<file path="config.mk">
export PLATFORM = sky130hd
export DESIGN_NAME = gpio_serial_loader_flat
export DESIGN_NICKNAME = d
export VERILOG_FILES = /design/src/rtl/gpio_loader_pkg.sv /design/src/rtl/gpio_serial_loader_if.sv /design/src/rtl/gpio_loader_clkdiv.sv /design/src/rtl/gpio_serial_loader.sv /design/src/flat_wrapper.sv
export SDC_FILE = /design/constraint.sdc
export NUM_CORES = 1
export LEC_CHECK = 0
export CORE_AREA = 3 3 240 242
export DETAILED_ROUTE_END_ITERATION = 10
export DIE_AREA = 0 0 243 245
export PLACE_DENSITY = 0.77
export SLEW_MARGIN = 5
export SYNTH_ARGS = -nofsm -noshare
export SYNTH_HDL_FRONTEND = slang
export SYNTH_SLANG_ARGS = --single-unit
</file>
<file path="constraint.sdc">
create_clock -name wb_clk_i -period 6 [get_ports wb_clk_i]
set_clock_uncertainty 0.15 [all_clocks]
set_input_delay 1.2 -clock wb_clk_i [delete_from_list [all_inputs] [get_ports wb_clk_i]]
set_output_delay 1.2 -clock wb_clk_i [all_outputs]
set_load 0.01 [all_outputs]
</file>
<file path="src/rtl/gpio_loader_pkg.sv">
// Shared types and defaults for the GPIO serial configuration loader.
package gpio_loader_pkg;

    localparam int unsigned DEF_NUM_IO = 38;
    localparam int unsigned DEF_CFG_W  = 13;
    localparam int unsigned DIV_W      = 8;

    typedef enum logic [2:0] {
        IDLE,
        SHIFT_LO,
        SHIFT_HI,
        LOAD,
        DONE
    } loader_state_e;

    // Bits pushed into each of the two chains (each chain serves half the pads).
    function automatic int unsigned chain_bits(input int unsigned num_io, input int unsigned cfg_w);
        return (num_io / 2) * cfg_w;
    endfunction

endpackage

</file>
<file path="src/rtl/gpio_serial_loader_if.sv">
// Serial control-chain bundle between the loader and the GPIO pad chains.
interface gpio_serial_loader_if;

    logic serial_clock;
    logic serial_load;
    logic serial_resetn;
    logic serial_data_1;
    logic serial_data_2;

    modport master (
        output serial_clock,
        output serial_load,
        output serial_resetn,
        output serial_data_1,
        output serial_data_2
    );

    modport slave (
        input serial_clock,
        input serial_load,
        input serial_resetn,
        input serial_data_1,
        input serial_data_2
    );

endinterface

</file>
<file path="src/rtl/gpio_loader_clkdiv.sv">
// Phase divider: phase_tick marks the last cycle of each DIV-cycle phase.
module gpio_loader_clkdiv
    import gpio_loader_pkg::*;
#(
    parameter int unsigned DIV = 1
) (
    input  logic wb_clk_i,
    input  logic wb_rst_i,
    input  logic restart,
    input  logic run,
    output logic phase_tick
);

    localparam logic [DIV_W-1:0] RELOAD    = DIV_W'(DIV - 1);
    localparam logic             ONE_CYCLE = 1'(DIV == 1);

    logic [DIV_W-1:0] cnt;

    // Reload on start and on every phase change so each phase is exactly DIV cycles.
    always_ff @(posedge wb_clk_i) begin
        if (wb_rst_i) begin
            cnt        <= '0;
            phase_tick <= 1'b0;
        end else if (restart || (run && phase_tick)) begin
            cnt        <= RELOAD;
            phase_tick <= ONE_CYCLE;
        end else if (run) begin
            cnt        <= cnt - DIV_W'(1);
            phase_tick <= (cnt == DIV_W'(1));
        end else begin
            phase_tick <= 1'b0;
        end
    end

endmodule

</file>
<file path="src/rtl/gpio_serial_loader.sv">
// Shifts per-pad GPIO configuration into two serial control chains, then strobes load.
// Optional bit-bang override of the chain outputs: define GPIO_LOADER_BITBANG_EN.
module gpio_serial_loader
    import gpio_loader_pkg::*;
#(
    parameter int unsigned NUM_IO  = DEF_NUM_IO,
    parameter int unsigned CFG_W   = DEF_CFG_W,
    parameter int unsigned CLK_DIV = 1
) (
    input  logic                      wb_clk_i,
    input  logic                      wb_rst_i,
    input  logic                      start_i,
    input  logic [NUM_IO*CFG_W-1:0]   cfg_i,
`ifdef GPIO_LOADER_BITBANG_EN
    input  logic                      bb_en_i,
    input  logic                      bb_clock_i,
    input  logic                      bb_data_1_i,
    input  logic                      bb_data_2_i,
    input  logic                      bb_load_i,
`endif
    gpio_serial_loader_if.master      chain,
    output logic                      busy_o,
    output logic                      done_o
);

    localparam int unsigned HALF  = NUM_IO / 2;
    localparam int unsigned BITS  = chain_bits(NUM_IO, CFG_W);
    localparam int unsigned CNT_W = $clog2(BITS + 1);

    loader_state_e    state;
    logic [CNT_W-1:0] bit_cnt;
    logic [BITS-1:0]  sh1;
    logic [BITS-1:0]  sh2;
    logic [BITS-1:0]  cfg2;
    logic             sclk_q;
    logic             load_q;
    logic             resetn_q;
    logic             phase_tick;
    logic             start_ok;

    // Chain 2 starts at pad HALF: reverse pad order so both chains shift MSB-first from the top.
    always_comb begin
        cfg2 = '0;
        for (int unsigned j = 0; j < HALF; j++) begin
            cfg2[(HALF-1-j)*CFG_W +: CFG_W] = cfg_i[(HALF+j)*CFG_W +: CFG_W];
        end
    end

`ifdef GPIO_LOADER_BITBANG_EN
    logic bb_sel;

    assign bb_sel   = (state == IDLE) && bb_en_i;
    assign start_ok = (state == IDLE) && start_i && !bb_en_i;

    // Software drives the chains directly while the loader is idle.
    assign chain.serial_clock  = bb_sel ? bb_clock_i  : sclk_q;
    assign chain.serial_load   = bb_sel ? bb_load_i   : load_q;
    assign chain.serial_data_1 = bb_sel ? bb_data_1_i : sh1[BITS-1];
    assign chain.serial_data_2 = bb_sel ? bb_data_2_i : sh2[BITS-1];
`else
    assign start_ok = (state == IDLE) && start_i;

    assign chain.serial_clock  = sclk_q;
    assign chain.serial_load   = load_q;
    assign chain.serial_data_1 = sh1[BITS-1];
    assign chain.serial_data_2 = sh2[BITS-1];
`endif

    assign chain.serial_resetn = resetn_q;

    gpio_loader_clkdiv #(
        .DIV (CLK_DIV)
    ) u_clkdiv (
        .wb_clk_i   (wb_clk_i),
        .wb_rst_i   (wb_rst_i),
        .restart    (start_ok),
        .run        (busy_o),
        .phase_tick (phase_tick)
    );

    // Transfer sequencer; shift registers double as the configuration snapshot.
    always_ff @(posedge wb_clk_i) begin
        if (wb_rst_i) begin
            state    <= IDLE;
            bit_cnt  <= '0;
            sh1      <= '0;
            sh2      <= '0;
            sclk_q   <= 1'b0;
            load_q   <= 1'b0;
            resetn_q <= 1'b0;
            busy_o   <= 1'b0;
            done_o   <= 1'b0;
        end else begin
            resetn_q <= 1'b1;
            done_o   <= 1'b0;
            unique case (state)
                IDLE: begin
                    if (start_ok) begin
                        state   <= SHIFT_LO;
                        busy_o  <= 1'b1;
                        sclk_q  <= 1'b0;
                        sh1     <= cfg_i[BITS-1:0];
                        sh2     <= cfg2;
                        bit_cnt <= CNT_W'(BITS - 1);
                    end
                end
                SHIFT_LO: begin
                    if (phase_tick) begin
                        state  <= SHIFT_HI;
                        sclk_q <= 1'b1;
                    end
                end
                SHIFT_HI: begin
                    if (phase_tick) begin
                        sclk_q <= 1'b0;
                        if (bit_cnt == '0) begin
                            state  <= LOAD;
                            load_q <= 1'b1;
                        end else begin
                            state   <= SHIFT_LO;
                            bit_cnt <= bit_cnt - CNT_W'(1);
                            sh1     <= {sh1[BITS-2:0], 1'b0};
                            sh2     <= {sh2[BITS-2:0], 1'b0};
                        end
                    end
                end
                LOAD: begin
                    if (phase_tick) begin
                        state  <= DONE;
                        load_q <= 1'b0;
                        busy_o <= 1'b0;
                        done_o <= 1'b1;
                    end
                end
                DONE: begin
                    state <= IDLE;
                end
                default: begin
                    state <= IDLE;
                end
            endcase
        end
    end

endmodule
</file>
<file path="src/flat_wrapper.sv">
// flat-port wrapper written by rule: the top's interface ports become plain ports
module gpio_serial_loader_flat import gpio_loader_pkg::*;
#(
    parameter int unsigned NUM_IO  = DEF_NUM_IO,
    parameter int unsigned CFG_W   = DEF_CFG_W,
    parameter int unsigned CLK_DIV = 1
)
  (wb_clk_i, wb_rst_i, start_i, cfg_i, busy_o, done_o, chain_serial_clock, chain_serial_load, chain_serial_resetn, chain_serial_data_1, chain_serial_data_2);
  gpio_serial_loader_if chain_i ();
  input  logic wb_clk_i;
  input  logic wb_rst_i;
  input  logic start_i;
  input  logic [NUM_IO*CFG_W-1:0] cfg_i;
  output logic busy_o;
  output logic done_o;
  output wire logic [$bits(chain_i.serial_clock)-1:0] chain_serial_clock;
  output wire logic [$bits(chain_i.serial_load)-1:0] chain_serial_load;
  output wire logic [$bits(chain_i.serial_resetn)-1:0] chain_serial_resetn;
  output wire logic [$bits(chain_i.serial_data_1)-1:0] chain_serial_data_1;
  output wire logic [$bits(chain_i.serial_data_2)-1:0] chain_serial_data_2;
  assign chain_serial_clock = chain_i.serial_clock;
  assign chain_serial_load = chain_i.serial_load;
  assign chain_serial_resetn = chain_i.serial_resetn;
  assign chain_serial_data_1 = chain_i.serial_data_1;
  assign chain_serial_data_2 = chain_i.serial_data_2;
  gpio_serial_loader #(.NUM_IO(NUM_IO), .CFG_W(CFG_W), .CLK_DIV(CLK_DIV)) u_core (.wb_clk_i(wb_clk_i), .wb_rst_i(wb_rst_i), .start_i(start_i), .cfg_i(cfg_i), .chain(chain_i), .busy_o(busy_o), .done_o(done_o));
endmodule
</file>
==> flow_summary.yaml <==
worst_hold_path:
  min_path_cells: 2
  hold_path_class: "flip-flop to flip-flop"
die:
  start_util: 0.452
  ios: 504
  num_rows: 86
  die_w_um: 243
  die_h_um: 245
  core_um2: 55300
  die_area_um2: 59500
sta:
  finalHoldViolCount: 0
  maxSlewViolCount: 0
  finalCritPeriodShare: 0.575
  max_freq_mhz: 290
  slew_headroom: 0.246
  final.setup.tns_ns: 0
  fin_ws_ns: 2.55
  fin_hold_ws_ns: 0.322
  fin_crit_ns: 3.45
  rsz0062_at_grt: "false"
  worstMarginPinSlew_ns: 1.13
  setup_viol: 0
detailed_routing:
  drc: 0
  via_per_inst: 5.37
  first_iter_violations: 1580
  ant_nets: 0
  drt_wl_total_mm: 67.7
  first_pass_iters: 5
  wire_per_inst_um: 17.0
  vias: 21400
worst_setup_path:
  crit_required_ns: 6.35
  reg2regPathDepth: 5
  cp.arrival_ns: 3.80
  critical_path.max_fanout: 56
  cp-end-kind: "flip-flop"
  crit_type: "input pin to flip-flop"
  critPathLaunchType: "input pin"
synth:
  ys_ff_latch: 519
  synth_edf_count: 0
  syn_inst: 2869
  yosys_warnings: 0
  async_reset_ff_frac: 0
  synthDistinctLibCells: 38
  synth.avg_cell_area_um2: 8.71
  synth_flop_cell: "dfxtp_1"
  syn_area_um2: 25000
  syn_nets: 3369
  yosysSeqAreaShare: 0.416
clocking:
  post_cts.resized_instances: 0
  cts_tree: "built"
  cts_made_buffers: 57
  hold_buffers: 0
  clockBufferDepth: 3
  clock_latency_ns: 0.59
  clkTransAtPathRegs_ns: 0.06
  clock_sinks: 519
  post-cts-setup-buffer-count: 0
  ctsRootBufferMaster: "clkbuf_16"
  htreeDepth: 2
cells_and_area:
  fillers: 4837
  fin_cells: 3991
  nets: 3686
  layout-drive-gt1-share: 0.177
  area_growth_pct: 28.1
flow_run:
  maxCapViolations: 0
place:
  routabilityCongestion: 0.811
  io_buffers: 503
  dp_hpwl_mm: 44.5
  dp.cells: 3875
  post-place-ws_ns: 1.94
grt:
  antenna_found_initial: 12
  grt_max_degree: 217
  grt_pass1_vias: 20100
  grt_usage: 0.214
  gr-total-overflow: 0
  grt_pass1_wl_mm: 106
power_and_ir_drop:
  ir_drop_mv: 0.268
  power.density_nw_per_um2: 291
  power_leakage_nw: 11.5
run_status:
  status: "finished clean"
-- cell type report --
class / count / area [um^2] / area share
multi-input combinational: 2063 / 13200 / 0.411
sequential: 519 / 10400 / 0.325
timing repair buffer: 540 / 5490 / 0.172
clock buffer: 87 / 1780 / 0.0557
tap: 748 / 936 / 0.0292
clock inverter: 19 / 214 / 0.00668
antenna: 10 / 25.0 / 0.000782
inverter: 5 / 18.8 / 0.000586
-- critical path: stages --
cell,delay (ns)
clkdlybuf4s50_1,0.52
mux2_2,0.23
o311a_4,0.80
buf_4,0.60
nor2_1,0.11
a311oi_2,0.26
-- path summary, 6_finish.rpt --
check             slack, ns            start               to
hold reg to reg        0.32  u_core.sh2[200]  u_core.sh2[201]
setup / recovery       2.55          start_i   u_core.sh2[34]
hold / removal         0.32  u_core.sh2[200]  u_core.sh2[201]
setup reg to reg       2.68  u_core.state[1]  u_core.sh1[164]
-- registers in the layout (all words and copies together) (netlist names) --
| signal | cells |
|---|---|
| u_core.sh1 | 247 |
| u_core.sh2 | 247 |
| u_core.bit_cnt | 8 |
| u_core.u_clkdiv.cnt | 8 |
| u_core.state | 3 |
| u_core.busy_o | 1 |
| u_core.chain.serial_clock | 1 |
| u_core.chain.serial_load | 1 |
| u_core.chain.serial_resetn | 1 |
| u_core.done_o | 1 |
| u_core.u_clkdiv.phase_tick | 1 |
-- stage by stage --
stage / cell area [um^2] / utilization / power, W
floorplan: 25000 / - / 0.00518
global placement: 30000 / 0.542 / 0.00565
detailed placement: 30000 / 0.542 / 0.00570
CTS: 32000 / 0.578 / 0.00940
global route: 32000 / 0.579 / 0.00971
finish: 32000 / 0.579 / 0.00930
-- layout by cell type (no fill, tap or decap), drive strengths merged, types with 2 or more instances in the layout --
master	n
clkinvlp	3
xor2	2
a21oi	5
nand3	2
a311oi	493
dfxtp	519
o31ai	5
a211oi	2
nor2	510
nor3b	2
and2	3
buf	38
or4	5
inv	7
a31oi	5
nand3b	2
or3	3
nand2	993
nor3	5
diode	10
ha	3
or3b	2
bufinv	4
nor4	3
clkinv	10
clkdlybuf4s50	502
o21ai	2
a22oi	2
clkbuf	87
nor4b	2
xnor2	4
-- Yosys cell counts (2+ instances only) --
cell	number	area, um^2
buf_2	10	50.1
xnor2_1	4	35.0
nor3_1	5	25.0
xor2_1	2	17.5
a311oi_1	63	552
a311oi_2	430	6460
o21ai_0	2	10.0
and2_1	3	18.8
a211oi_1	2	15.0
clkbuf_1	222	833
nor2_1	510	1910
nor4b_1	2	17.5
dfxtp_1	519	10400
o31ai_1	5	37.5
a21oi_1	5	25.0
nand3_1	2	10.0
ha_1	3	37.5
buf_6	49	552
nor4_1	3	18.8
or3_1	3	18.8
a31oi_1	5	31.3
nand2_1	993	3730
nand3b_1	2	15.0
inv_1	5	18.8
a22oi_1	2	15.0
nor3b_1	2	15.0
or4_1	5	37.5
-- cell families after synthesis --
kind of cell / share of synthesized area
AO/OA/AOI/OAI: 0.287
XOR/XNOR: 0.00210
adder cells (fa/ha/maj): 0.00150
buffers and inverters: 0.0583
flip-flops: 0.416
multiplexers: 0.000451
AND/OR/NAND/NOR: 0.234
-- power breakdown --
part	total (W)	internal [W]	switching, W
Combinational	0.00164	0.000788	0.000856
Sequential	0.00399	0.00380	0.000186
Clock	0.00367	0.00221	0.00146
-- routing by layer --
metal / track usage / vias up / share of wire
met1: 0.285 / 10200 / 0.44
met4: 0.0815 / 4 / 0.030
met5: 0 / - / 0.00040
met3: 0.0370 / 113 / 0.056
met2: 0.349 / 510 / 0.48
li1: - / 10600 / -
Power figures use the tool's default switching activity.
